## config.mk

```make
export PLATFORM = sky130hd
export DESIGN_NAME = if_chain_seq_unit
export DESIGN_NICKNAME = d
export VERILOG_FILES = /design/src/rtl/if_chain_seq_unit.sv
export SDC_FILE = /design/constraint.sdc
export NUM_CORES = 1
export LEC_CHECK = 0
export CAP_MARGIN = 20
export CORE_MARGIN = 2
export CORE_UTILIZATION = 47
export DETAILED_ROUTE_END_ITERATION = 10
export PLACE_DENSITY = 0.65
export SYNTH_ARGS = -nofsm -noshare
export SYNTH_HDL_FRONTEND = slang
export SYNTH_SLANG_ARGS = --single-unit
```

## constraint.sdc

```tcl
create_clock -name CLK -period 5.9 [get_ports CLK]
set_clock_uncertainty 0.2 [all_clocks]
set_input_delay 0.885 -clock CLK [delete_from_list [all_inputs] [get_ports CLK]]
set_output_delay 0.885 -clock CLK [all_outputs]
set_load 0.005 [all_outputs]
```

## src/rtl/if_chain_seq_unit.sv

```systemverilog
// Sequential two-stage compare/if-else arithmetic chain behind valid/ready handshakes.
// Latency: 1 edge after accept for unequal or zero operands; 1+NT edges when the divide path runs.
// Backpressure: IN_READY only in IDLE; the result is held in DONE until OUT_READY is seen.
// Optional build macro IF_CHAIN_STATS_EN adds per-compare-class 16-bit result counters.
module if_chain_seq_unit #(
   parameter int NA   = 8,
   parameter int NB   = 16,
   parameter int NT   = 8,
   parameter int NOUT = 16
) (
   input  logic            CLK,
   input  logic            RST,
   input  logic            IN_VALID,
   output logic            IN_READY,
   input  logic [NA-1:0]   A,
   input  logic [NB-1:0]   B,
   output logic            OUT_VALID,
   input  logic            OUT_READY,
   output logic [NOUT-1:0] XOUT
`ifdef IF_CHAIN_STATS_EN
   ,
   output logic [15:0]     CNT_GT,
   output logic [15:0]     CNT_LT,
   output logic [15:0]     CNT_EQ
`endif
);

   // Compare width, stage-1 subtract width, product width, step counter width
   localparam int NM = (NA > NB) ? NA : NB;
   localparam int NW = (NB > NT) ? NB : NT;
   localparam int NP = NT + NB;
   localparam int CW = $clog2(NT + 1);

   localparam logic [1:0] S_IDLE = 2'd0;
   localparam logic [1:0] S_CALC = 2'd1;
   localparam logic [1:0] S_DIV  = 2'd2;
   localparam logic [1:0] S_DONE = 2'd3;

   logic [1:0]      r_state;
   logic [NA-1:0]   r_a;
   logic [NB-1:0]   r_b;
   logic [NOUT-1:0] r_xout;
   logic            r_out_valid;
   logic [NA-1:0]   r_rem;
   logic [NT-1:0]   r_quo;
   logic [CW-1:0]   r_cnt;

   logic [NM-1:0]   w_am;
   logic [NM-1:0]   w_bm;
   logic            w_gt;
   logic            w_lt;
   logic            w_eq;
   logic [NT-1:0]   w_t;
   logic [NT-1:0]   w_a_t;
   logic [NW-1:0]   w_diff;
   logic [NP-1:0]   w_prod;
   logic [NT-1:0]   w_t1;
   logic [NT-1:0]   w_res_nd;
   logic [NA:0]     w_trial;
   logic            w_ge;
   logic [NA-1:0]   w_rem_nx;
   logic [NT-1:0]   w_quo_nx;
   logic [NT-1:0]   w_quo_p1;
   logic            w_div_last;

   assign IN_READY  = (r_state == S_IDLE);
   assign OUT_VALID = r_out_valid;
   assign XOUT      = r_xout;

   // Unsigned compare of the captured operands at a common width
   assign w_am = NM'(r_a);
   assign w_bm = NM'(r_b);
   assign w_gt = (w_am > w_bm);
   assign w_lt = (w_am < w_bm);
   assign w_eq = (w_am == w_bm);

   assign w_t    = NT'(r_b);
   assign w_a_t  = NT'(r_a);
   assign w_diff = NW'(w_t) - NW'(r_b);
   assign w_prod = NP'(w_t) * NP'(r_b);

   // Stage 1 and the non-divide stage 2, all modulo 2^NT
   always_comb begin
      w_t1     = '0;
      w_res_nd = '0;
      if (w_gt) begin
         w_t1     = w_t + w_a_t;
         w_res_nd = w_t1 - w_a_t;
      end else if (w_lt) begin
         w_t1     = NT'(w_diff);
         w_res_nd = w_t1 + w_a_t;
      end else begin
         w_t1     = NT'(w_prod);
         w_res_nd = w_t1 + w_a_t;
      end
   end

   // Restoring divide step: r_quo shifts dividend bits out and quotient bits in
   assign w_trial    = {r_rem, r_quo[NT-1]};
   assign w_ge       = (w_trial >= {1'b0, r_a});
   assign w_rem_nx   = w_ge ? NA'(w_trial - {1'b0, r_a}) : w_trial[NA-1:0];
   assign w_quo_nx   = {r_quo[NT-2:0], w_ge};
   assign w_quo_p1   = w_quo_nx + NT'(1);
   assign w_div_last = (r_state == S_DIV) && (r_cnt == CW'(NT - 1));

   // Control FSM, operand capture, divider and result register
   always_ff @(posedge CLK) begin
      if (RST) begin
         r_state     <= S_IDLE;
         r_a         <= '0;
         r_b         <= '0;
         r_xout      <= '0;
         r_out_valid <= 1'b0;
         r_rem       <= '0;
         r_quo       <= '0;
         r_cnt       <= '0;
      end else begin
         case (r_state)
            S_IDLE: begin
               if (IN_VALID) begin
                  r_a     <= A;
                  r_b     <= B;
                  r_state <= S_CALC;
               end
            end
            S_CALC: begin
               if (!w_eq) begin
                  r_xout      <= NOUT'(w_res_nd);
                  r_out_valid <= 1'b1;
                  r_state     <= S_DONE;
               end else if (r_a == '0) begin
                  // Divide by zero: quotient all ones, plus one wraps to zero
                  r_xout      <= '0;
                  r_out_valid <= 1'b1;
                  r_state     <= S_DONE;
               end else begin
                  r_rem   <= '0;
                  r_quo   <= w_t1;
                  r_cnt   <= '0;
                  r_state <= S_DIV;
               end
            end
            S_DIV: begin
               r_rem <= w_rem_nx;
               r_quo <= w_quo_nx;
               r_cnt <= r_cnt + CW'(1);
               if (w_div_last) begin
                  r_xout      <= NOUT'(w_quo_p1);
                  r_out_valid <= 1'b1;
                  r_state     <= S_DONE;
               end
            end
            S_DONE: begin
               if (OUT_READY) begin
                  r_out_valid <= 1'b0;
                  r_state     <= S_IDLE;
               end
            end
            default: r_state <= S_IDLE;
         endcase
      end
   end

`ifdef IF_CHAIN_STATS_EN
   logic [15:0] r_cnt_gt;
   logic [15:0] r_cnt_lt;
   logic [15:0] r_cnt_eq;
   logic        w_inc_gt;
   logic        w_inc_lt;
   logic        w_inc_eq;

   assign w_inc_gt = (r_state == S_CALC) && w_gt;
   assign w_inc_lt = (r_state == S_CALC) && w_lt;
   assign w_inc_eq = ((r_state == S_CALC) && w_eq && (r_a == '0)) || w_div_last;

   assign CNT_GT = r_cnt_gt;
   assign CNT_LT = r_cnt_lt;
   assign CNT_EQ = r_cnt_eq;

   // Per-class result counters, bumped on the edge that loads XOUT
   always_ff @(posedge CLK) begin
      if (RST) begin
         r_cnt_gt <= '0;
         r_cnt_lt <= '0;
         r_cnt_eq <= '0;
      end else begin
         if (w_inc_gt) r_cnt_gt <= r_cnt_gt + 16'd1;
         if (w_inc_lt) r_cnt_lt <= r_cnt_lt + 16'd1;
         if (w_inc_eq) r_cnt_eq <= r_cnt_eq + 16'd1;
      end
   end
`endif

endmodule

```

# == Word level (Yosys, flattened, before mapping) ==
# Cells that the tools add are included.
# totals
regBits,63
inputBits,28
output_inout_bits,18
# op_classes
n_addsub,8
multipliers,1
magnitude_cmp,3
n_eq_ne,11
muxes,29
reduce_logical,10
# ops
operator,count
two-way mux 8 bit,9
two-way mux 16 bit,3
one-hot mux 16 bit (2 select lines),1
one-hot mux 8 bit (2 select lines),2
adder 8 bit,3
subtractor 8 bit,3
== test 8 x 16 -> 1 bit,1
greater-than comparator 8 x 16 -> 1 bit,1
less-than comparator 8 x 16 -> 1 bit,1
multiplier 8 x 16 -> 8 bit,1
inequality test 2 bit (second input constant),5
greater-or-equal comparator 9 x 8 -> 1 bit,1
AND reduction 3 bit,3
adder 8 x 1 -> 8 bit (second input constant),1
zero test 8 bit,1
two-way mux 4 bit,2
one-hot mux 2 bit (4 select lines),1
one-hot mux 4 bit (2 select lines),1
two-way mux 1 bit,6
two-way mux 2 bit,3
adder 4 x 1 -> 4 bit (second input constant),1
== test 2 bit (second input constant),2
== test 4 x 3 -> 1 bit (second input constant),1
AND reduction 4 bit,1
8 further kinds,8

# == Longest topological paths before layout ==
# Gate-level depths: netlist of the first run.
# logic_depth
depth_word,6
depth_mapped,20

# == Worst setup path before layout of the first run ==
# Ideal clock, no wire load.
# synth_timing
path_kind,reg2reg
start,register r_b[0]
end,"register r_xout[7], in the netlist XOUT[7]"
setup_ns,0.074
arrival_time_ns,4.287
required_time_ns,5.626
slack_ns,1.339
stages_incl_launch_ff,21
period_less_slack_ns,4.561
cell_sequence,dfxtp_1 > inv_1 > nor2_1 > xor2_1 > ha_1 > a21o_1 > fa_1 > ha_1 > inv_1 > fa_1 > inv_1 > ha_1 > a21oi_1 > xor2_1 > nor2_1 > ha_1 > a21o_1 > a31oi_1 > nor4b_1 > nor3_1 > a31oi_1
# synth_via
elab_chain_len,6
elab_cells_between_ends,15
cone_classes,5 x add/sub; 1 x mul; 2 x order compare; 2 x eq/ne; 4 x mux; 1 x reduce/logical
# synth_lines
item,line_no,source
from (decl),41,logic [NB-1:0] r_b;
from (signal assigned),111,r_b <= '0;
from (signal assigned),122,r_b <= B;
multiplier 8 x 16 -> 8 bit or subtractor 8 bit (tied branches),"80, 79",
adder 8 bit (on tied branches),"94, 91",
two-way mux 8 bit,89,end else if (w_lt) begin
two-way mux 8 bit,86,if (w_gt) begin
two-way mux 16 bit,127,if (!w_eq) begin
one-hot mux 16 bit (2 select lines),118,case (r_state)
to (signal assigned),128,r_xout <= NOUT'(w_res_nd);
to (signal assigned),148,r_xout <= NOUT'(w_quo_p1);
to (decl),42,logic [NOUT-1:0] r_xout;
# Several ways; a longest one is shown, not always the timed one.
# A chain may end at the register's enable or synchronous reset.

# == Worst setup path after layout of the first run ==
# Ends and elaborated chain as after synthesis.

==> metrics.md, run 1 <==
| Metric | Value |
|---|---|
| Outcome | `completed` |
| Ant. Diodes | `0` |
| DR iter-0 viols | `219` |
| Vias | `3985` |
| Syn avg cell area | `8.07 µm²` |
| Most frequent cells in the layout | `nand2_1, nor2_1, a21oi_1` |
| Pre-antenna DRT Iters | `4` |
| Met2 Use GR | `36.4%` |
| Hold depth | `2` |
| Final Hold Fails | `0` |
| Final worst path period need | `5.08 ns` |
| Main synth FF type | `dfxtp_1` |
| Max Freq | `197 MHz` |
| Post-CTS Setup Inserts | `0` |
| Max Slew Vio Count | `0` |
| PostCTS Resize Cnt | `0` |
| Critical path class | `reg -> reg` |
| DR DRC count | `0` |
| Starting density of the core | `48.2%` |
| Post-synth EDFFs | `0` |
| WL/cell | `15.3 µm` |
| Share of cells above drive strength 1 | `6.17%` |
| Power per Cell Area | `413 nW/µm²` |
| Fin worst setup slack | `0.821 ns` |
| Max cap viols | `0` |
| Initial antenna violation count | `0` |
| Dpl hpwl | `8680 µm` |
| Gpl congestion | `0.876` |
| Setup Slack @ Placement | `0.868 ns` |
| Crit share post-route | `86.1%` |
| Utilization after layout | `53.2%` |
| Vias in the first global route | `3946` |
| GR Overflow Total | `0` |
| Largest net degree at the start of global routing | `55` |
| Commonest non-fill, non-tap cell in the layout | `nand2_1` |
| Total Nets Final | `693` |
| Hold WC Path Type | `reg -> reg` |
| FF-to-FF path depth | `20` |
| Die height | `104 µm` |
| Top Usage Layer GRT | `met2` |
| Clk buf depth | `2` |
| Critical path startpoint category | `register` |
| GRT Overall Usage | `21.2%` |
| Crit end category | `register` |
| Grt met1 use | `29.0%` |
| CP max FO | `8` |
| Final wirelength | `11200 µm` |
| Global-route wire length before repair | `19000 µm` |
| Slew headroom | `30.0%` |
| Mapped Cells | `578` |
| Layout area overhead | `10.5%` |
| Worst EP arrival | `5.13 ns` |
| Vias per inst | `5.44` |
| Core box area | `9680 µm²` |
| Clk root buf | `clkbuf_8` |
| Setup tns final | `0 ns` |
| Worst skew pair latency | `0.32 ns` |
| Yosys cell types | `69` |
| Yosys warnings | `0` |
| Slew @ Worst Pin | `1.02 ns` |
| Final Setup Violations | `0` |
| CTS tree | `yes` |
| Hold buffers post-CTS | `0` |
| CTS buffer count | `5` |
| Die Width | `104 µm` |
| RSZ-0062 raised after global routing | `no` |
| Clock transition at path regs | `0.10 ns` |
| FFs w/ async S/R, synth | `0%` |
| # clock sinks | `55` |
| Post-route ant nets | `0` |
| Worst vdd ir | `0.222 mV` |
| H-tree levels | `2` |
| Mapped cell area | `4670 µm²` |
| Io pins | `46` |
| LEAKAGE | `2.16 nW` |
| Port bufs | `37` |
| GR Util met3 | `2.58%` |
| Synthesized flop and latch total | `55` |
| Critical Path RT | `5.95 ns` |
| Post-synthesis sequential area ratio | `23.6%` |
| Area of the die | `10700 µm²` |
| Row Count | `36` |
per-layer routing:
metal / routed length (µm) / vias up
met5: 0 / -
li1: - / 2026
met3: 438 / 13
met4: 142 / 0
met1: 5400 / 1859
met2: 5270 / 87
cell usage after synthesis, drive strengths merged, types with 11 or more instances:
cell type	instances	share of area (%)
xnor2	21	3.9
inv	40	3.2
fa	11	4.7
dfxtp	55	24
nand2	76	6.3
xor2	15	2.8
ha	54	14
buf	18	2.9
nor2	60	5.0
o21ai	22	2.8
a21oi	61	6.9
nor3	17	1.8
clkbuf	12	0.97
layout make-up:
| cell class | count | area (µm²) |
|---|---|---|
| Tap cell | 133 | 166 |
| Fill cell | 938 | 4530 |
| Sequential cell | 55 | 1100 |
| Timing Repair Buffer | 38 | 373 |
| Clock buffer | 5 | 68.8 |
| Multi-Input combinational cell | 460 | 3260 |
| Inverter | 40 | 150 |
| Clock inverter | 2 | 37.5 |
path summary, 6_finish.rpt:
kind	from	end	slack, ns
hold reg to reg	r_b[7]$_SDFFE_PP0P_	r_b[7]$_SDFFE_PP0P_	0.26
hold / removal	r_b[7]$_SDFFE_PP0P_	r_b[7]$_SDFFE_PP0P_	0.26
setup reg to reg	r_b[0]$_SDFFE_PP0P_	XOUT[7]$_SDFFE_PP0P_	0.82
setup / recovery	r_b[0]$_SDFFE_PP0P_	XOUT[7]$_SDFFE_PP0P_	0.82
worst max-delay path, cell delays in order, from the launching register on:
cell,delay (ns)
dfxtp_1,0.45
inv_1,0.18
nor2_1,0.26
xor2_1,0.11
ha_1,0.19
a21o_1,0.16
fa_1,0.44
ha_1,0.29
inv_1,0.05
fa_1,0.52
inv_1,0.04
ha_1,0.33
a21oi_1,0.17
xor2_1,0.31
nor2_1,0.08
ha_1,0.34
a21o_1,0.18
a31oi_1,0.18
nor4b_1,0.28
nor3_1,0.08
a31oi_1,0.16
through the flow:
stage                     total power, W  cell area [µm²]  hold WS (ns)  cells
after floorplan                  0.00158             4690         0.236    585
after global placement           0.00184             5050         0.247    726
after detailed placement         0.00187             5050         0.251    726
after CTS                        0.00213             5150         0.265    733
after global routing             0.00231             5150         0.287    733
final                            0.00213             5150         0.263    733
cell families after synthesis:
kind of cell	share of synthesized area, %
XOR/XNOR	6.76
other	0.0804
multiplexers	1.53
adder cells (fa/ha/maj)	19.2
flip-flops	23.6
buffers and inverters	7.13
AND/OR/NAND/NOR	21.0
AO/OA/AOI/OAI	20.7
sequential cells by signal, indices dropped and copies added (netlist names):
register   cells
r_quo          8
r_cnt          4
r_a            8
r_state        2
r_rem          8
OUT_VALID      1
XOUT           8
r_b           16
where the power goes:
part	internal (W)	switching (W)
sequential	0.000444	0.0000814
clock	0.000124	0.000129
combinational	0.000549	0.000800
No activity file was read; power rests on OpenSTA's default activity.
==> run 2, diff against run 1 <==
--- a/config.mk
+++ b/config.mk
@@ -7,9 +7,9 @@
 export LEC_CHECK = 0
 export CAP_MARGIN = 20
 export CORE_MARGIN = 2
-export CORE_UTILIZATION = 47
+export CORE_UTILIZATION = 53
 export DETAILED_ROUTE_END_ITERATION = 10
-export PLACE_DENSITY = 0.65
+export PLACE_DENSITY = 0.72
 export SYNTH_ARGS = -nofsm -noshare
 export SYNTH_HDL_FRONTEND = slang
 export SYNTH_SLANG_ARGS = --single-unit
==> run 2 against run 1 <==
  * Non-clock buffer count rose by 1
  * Cell count is 3.3% lower
  * Design area fell by 0.46%
  * First-iteration DRC count shrank 9.6%
  * Total power decreased by 1.1%
  * Routed wire length is 3.9% lower
  * Register-to-register slack improved by 0.06 ns
  * Sequential power about the same
  * Clock power down 2%
  * Sequential cell count did not move
  * Largest power group unchanged
==> metrics.md, run 2 (synthesis results as in run 1) <==
| Metric | Value |
|---|---|
| Outcome | `completed` |
| Logic pwr share | `63.2%` |
| Pint | `0.00112 W` |
| Pwr Total | `0.00210 W` |
| Crit end category | `register` |
| WL/cell | `15.2 µm` |
| Hold WC Path Type | `reg -> reg` |
| DR DRC count | `0` |
| CTS buffer count | `5` |
| Critical Path RT | `5.94 ns` |
| PostCTS Resize Cnt | `0` |
| Global-route wire length before repair | `18400 µm` |
| Worst skew pair latency | `0.30 ns` |
| Dpl hpwl | `8360 µm` |
| Initial antenna violation count | `0` |
| Final wirelength | `10800 µm` |
| Fillers | `791` |
| HP Start | `r_b[7]$_SDFFE_PP0P_` |
| Row Count | `34` |
| Area of the die | `9570 µm²` |
| Hold depth | `2` |
| Vias in the first global route | `3985` |
| Final worst path period need | `5.02 ns` |
| CTS tree | `yes` |
| Die height | `97.8 µm` |
| Seq pwr share | `25.0%` |
| Sw power | `0.000989 W` |
| Power per Cell Area | `410 nW/µm²` |
| Vias per inst | `5.75` |
| FF-to-FF path depth | `20` |
| Max cap viols | `0` |
| Slew headroom | `38.6%` |
| Io pins | `46` |
| Total Nets Final | `694` |
| CP max FO | `8` |
| RSZ-0062 raised after global routing | `no` |
| Critical path startpoint category | `register` |
| Clk buf depth | `2` |
| Reg2reg end | `XOUT[7]$_SDFFE_PP0P_` |
| Port bufs | `37` |
| # clock sinks | `55` |
| Worst EP arrival | `5.06 ns` |
| Share of cells above drive strength 1 | `6.32%` |
| Max Slew Vio Count | `0` |
| H-tree levels | `2` |
| Layout area overhead | `9.98%` |
| Clock transition at path regs | `0.10 ns` |
| Setup tns final | `0 ns` |
| Starting density of the core | `54.0%` |
| Pre-antenna DRT Iters | `5` |
| Largest net degree at the start of global routing | `55` |
| Post-CTS Setup Inserts | `0` |
| Final Hold Fails | `0` |
| Post-route ant nets | `0` |
| Clk root buf | `clkbuf_8` |
| DR iter-0 viols | `198` |
| Clock share of power | `11.8%` |
| Critical Path Start | `r_b[0]$_SDFFE_PP0P_` |
| Worst vdd ir | `0.165 mV` |
| Max Freq | `199 MHz` |
| Switching Share | `47.0%` |
| Die Width | `97.8 µm` |
| Commonest non-fill, non-tap cell in the layout | `nand2_1` |
| Hold buffers post-CTS | `0` |
| Most frequent cells in the layout | `nand2_1, nor2_1, a21oi_1` |
| GRT Overall Usage | `23.0%` |
| Crit share post-route | `85.1%` |
| LEAKAGE | `2.16 nW` |
| GR Overflow Total | `0` |
| Slew @ Worst Pin | `0.918 ns` |
| Hold Path End | `r_b[7]$_SDFFE_PP0P_` |
| Max reg flops | `16` |
| Ant. Diodes | `0` |
| Reg-to-Reg Start | `r_b[0]$_SDFFE_PP0P_` |
| Critical path class | `reg -> reg` |
| Gpl congestion | `0.904` |
| Final Setup Violations | `0` |
| Largest Register | `r_b` |
| FF-to-FF setup slack | `0.88 ns` |
| Core box area | `8640 µm²` |
| Vias | `4074` |
[run 2: cell types whose count changed in the layout (fill, tap and decap cells not counted)]
cell,before,now
buf_4,1,2
[run 2: worst max-delay path by stage]
stage | end | slack (ns)
2_1_floorplan | XOUT[7]$_SDFFE_PP0P_ | 1.34
3_3_place_gp | XOUT[7]$_SDFFE_PP0P_ | 1.08
3_5_place_dp | XOUT[7]$_SDFFE_PP0P_ | 0.91
4_1_cts | XOUT[7]$_SDFFE_PP0P_ | 0.88
5_1_grt | XOUT[7]$_SDFFE_PP0P_ | 0.50
6_report | XOUT[7]$_SDFFE_PP0P_ | 0.88
[run 2: layout make-up]
| type | instances | area [µm²] | area share [%] |
|---|---|---|---|
| Timing Repair Buffer | 39 | 380 | 7.41 |
| Clock buffer | 5 | 68.8 | 1.34 |
| Tap cell | 108 | 135 | 2.63 |
| Clock inverter | 2 | 37.5 | 0.732 |
| Sequential cell | 55 | 1100 | 21.5 |
| Inverter | 40 | 150 | 2.93 |
| Multi-Input combinational cell | 460 | 3260 | 63.5 |
[run 2: metal layers]
metal / vias to the layer above / share of wire (%) / global-route usage [%]
met5: - / 0 / 0
met1: 1903 / 45 / 30.0
met4: 0 / 2.1 / 6.84
met3: 25 / 5.2 / 4.22
li1: 2036 / - / -
met2: 110 / 48 / 38.7
[run 2: power by group through the flow]
stage,registers [W],logic (W),clock network (W)
6_report,0.000525,0.00133,0.000248
5_1_grt,0.000536,0.00147,0.000271
4_1_cts,0.000524,0.00132,0.000255
3_5_place_dp,0.000533,0.00132,0
3_3_place_gp,0.000529,0.00129,0
2_1_floorplan,0.000510,0.00107,0
[run 2: metrics by stage]
| step | area, µm² | instances | worst slack, ns | utilization, % | hold WS [ns] |
|---|---|---|---|---|---|
| 5_1_grt | 5130 | 709 | 0.496 | 59.4 | 0.296 |
| 2_1_floorplan | 4690 | 585 | 1.34 | - | 0.236 |
| 6_report | 5130 | 709 | 0.878 | 59.4 | 0.260 |
| 3_3_place_gp | 5020 | 702 | 1.08 | 58.2 | 0.245 |
| 4_1_cts | 5130 | 709 | 0.878 | 59.4 | 0.265 |
| 3_5_place_dp | 5020 | 702 | 0.906 | 58.2 | 0.251 |
[run 2: worst max-delay path, stage by stage (launching register included)]
cell and delay (ns):
dfxtp_1 0.47, inv_1 0.18, nor2_1 0.27, xor2_1 0.11, ha_1 0.19, a21o_1 0.16, fa_1 0.44, ha_1 0.30
inv_1 0.05, fa_1 0.53, inv_1 0.04, ha_1 0.32, a21oi_1 0.17, xor2_1 0.27, nor2_1 0.07, ha_1 0.33
a21o_1 0.17, a31oi_1 0.17, nor4b_1 0.28, nor3_1 0.08, a31oi_1 0.16
==> run 3, diff against run 2 <==
--- a/config.mk
+++ b/config.mk
@@ -7,9 +7,9 @@
 export LEC_CHECK = 0
 export CAP_MARGIN = 20
 export CORE_MARGIN = 2
-export CORE_UTILIZATION = 53
+export CORE_UTILIZATION = 50
 export DETAILED_ROUTE_END_ITERATION = 10
-export PLACE_DENSITY = 0.72
+export PLACE_DENSITY = 0.68
 export SYNTH_ARGS = -nofsm -noshare
 export SYNTH_HDL_FRONTEND = slang
 export SYNTH_SLANG_ARGS = --single-unit
==> run 3 against run 2 <==
  * Routed wire length increased by 0.33%
  * Non-clock buffer count stayed put
  * Worst hold slack better by 0.011 ns
  * Combinational power about the same
  * Cell count is 0.42% higher
  * Setup slack lost 0.0030 ns
  * First-iteration DRC count rose by 5.6%
  * Fmax about the same
  * Critical path depth did not move
  * Total power is essentially flat
  * Die area is 5.8% higher
  * Register-to-register slack barely moved
==> metrics.md, run 3 (synthesis results as in run 1) <==
| Metric | Value |
|---|---|
| Layout area overhead | `10.1%` |
| Max reg flops | `16` |
| GR Overflow Total | `0` |
| # clock sinks | `55` |
| Final Hold Fails | `0` |
| Fin worst setup slack | `0.875 ns` |
| Outcome | `completed` |
| Hold depth | `2` |
| Die Width | `101 µm` |
| CTS tree | `yes` |
| Post-route ant nets | `0` |
| H-tree levels | `2` |
| Metal-1 WL | `5140 µm` |
| Reg-to-Reg Start | `r_b[0]$_SDFFE_PP0P_` |
| Total Nets Final | `694` |
| Met3 WL post-DR | `381 µm` |
| Row Count | `35` |
| Area of the die | `10100 µm²` |
| Critical Path RT | `5.95 ns` |
| Final worst path period need | `5.03 ns` |
| Clk root buf | `clkbuf_8` |
| Worst vdd ir | `0.180 mV` |
| Pre-antenna DRT Iters | `4` |
| Largest Register | `r_b` |
| Vias per inst | `5.61` |
| Met2 Routed Length | `5160 µm` |
| Reg2reg end | `XOUT[7]$_SDFFE_PP0P_` |
| Port bufs | `37` |
| Pwr Total | `0.00210 W` |
| CP max FO | `8` |
| PostCTS Resize Cnt | `0` |
| Die height | `101 µm` |
| Top Layer Used | `met4` |
| Critical path class | `reg -> reg` |
| Hold slack | `0.271 ns` |
| Setup Slack @ Placement | `0.895 ns` |
| Worst EP arrival | `5.07 ns` |
| Commonest non-fill, non-tap cell in the layout | `nand2_1` |
| CTS buffer count | `5` |
| Clock transition at path regs | `0.10 ns` |
| LEAKAGE | `2.16 nW` |
| Vias in the first global route | `3786` |
| DR DRC count | `0` |
| Ant. Diodes | `0` |
| Slew headroom | `32.8%` |
| Vias | `3992` |
| Hold Path End | `r_b[7]$_SDFFE_PP0P_` |
| Initial antenna violation count | `0` |
| Critical path startpoint category | `register` |
| Setup tns final | `0 ns` |
| Power per Cell Area | `410 nW/µm²` |
| Final wirelength | `10800 µm` |
| Most frequent cells in the layout | `nand2_1, nor2_1, a21oi_1` |
| DR iter-0 viols | `209` |
| FF-to-FF path depth | `20` |
| Starting density of the core | `51.0%` |
| Post-CTS Setup Inserts | `0` |
| Worst skew pair latency | `0.32 ns` |
| Clk buf depth | `2` |
| Hold WC Path Type | `reg -> reg` |
| Crit end category | `register` |
| GRT Overall Usage | `22.5%` |
| Utilization after layout | `56.1%` |
| Final Setup Violations | `0` |
| Global-route wire length before repair | `18000 µm` |
| Crit share post-route | `85.2%` |
| HP Start | `r_b[7]$_SDFFE_PP0P_` |
| FF-to-FF setup slack | `0.87 ns` |
| Share of cells above drive strength 1 | `6.32%` |
| Dpl hpwl | `8370 µm` |
| Largest net degree at the start of global routing | `55` |
| Gpl congestion | `0.902` |
| RSZ-0062 raised after global routing | `no` |
| Io pins | `46` |
| Max Freq | `199 MHz` |
| Core box area | `9150 µm²` |
| Max cap viols | `0` |
| WL/cell | `15.2 µm` |
| Slew @ Worst Pin | `1.00 ns` |
| Max Slew Vio Count | `0` |
| Hold buffers post-CTS | `0` |
## run 3: cell counts in the layout (fill, tap and decap cells not counted)
Identical to the previous run, type by type.
## run 3: worst max-delay path by stage
| stage | slack (ns) | start | endpoint | cells after the start |
|---|---|---|---|---|
| 2_1_floorplan | 1.34 | r_b[0]$_SDFFE_PP0P_ | XOUT[7]$_SDFFE_PP0P_ | 20 |
| 3_3_place_gp | 1.07 | r_b[0]$_SDFFE_PP0P_ | XOUT[7]$_SDFFE_PP0P_ | 20 |
| 3_5_place_dp | 0.89 | r_b[0]$_SDFFE_PP0P_ | XOUT[7]$_SDFFE_PP0P_ | 20 |
| 4_1_cts | 0.87 | r_b[0]$_SDFFE_PP0P_ | XOUT[7]$_SDFFE_PP0P_ | 20 |
| 5_1_grt | 0.56 | r_b[0]$_SDFFE_PP0P_ | XOUT[7]$_SDFFE_PP0P_ | 20 |
| 6_report | 0.87 | r_b[0]$_SDFFE_PP0P_ | XOUT[7]$_SDFFE_PP0P_ | 20 |
## run 3: final cells by class
type	count	area, µm²
Clock buffer	5	68.8
Sequential cell	55	1100
Tap cell	111	139
Fill cell	865	4020
Clock inverter	2	37.5
Inverter	40	150
Timing Repair Buffer	39	380
Multi-Input combinational cell	460	3260
## run 3: critical path, stage by stage (launching register included)
cell and delay, ns:
dfxtp_1 0.45, inv_1 0.18, nor2_1 0.27, xor2_1 0.11, ha_1 0.18, a21o_1 0.16
fa_1 0.43, ha_1 0.29, inv_1 0.05, fa_1 0.52, inv_1 0.04, ha_1 0.33
a21oi_1 0.17, xor2_1 0.27, nor2_1 0.07, ha_1 0.34, a21o_1 0.17, a31oi_1 0.18
nor4b_1 0.29, nor3_1 0.08, a31oi_1 0.17
## run 3: report_power, final
part	internal [W]	total, W	switching, W
logic	0.000547	0.00133	0.000782
registers	0.000444	0.000523	0.0000793
clock network	0.000124	0.000252	0.000128
total	0.00112	0.00210	0.000989
## run 3: routing by layer
metal | global-route usage [%] | vias up
li1 | - | 2039
met1 | 30.2 | 1876
met2 | 37.5 | 66
met3 | 3.19 | 11
met4 | 6.64 | 0
met5 | 0 | -
## run 3: through the flow
stage          cells  instance area, µm²
5_1_grt          712                5130
3_5_place_dp     705                5030
2_1_floorplan    585                4690
4_1_cts          712                5130
3_3_place_gp     705                5030
6_report         712                5130
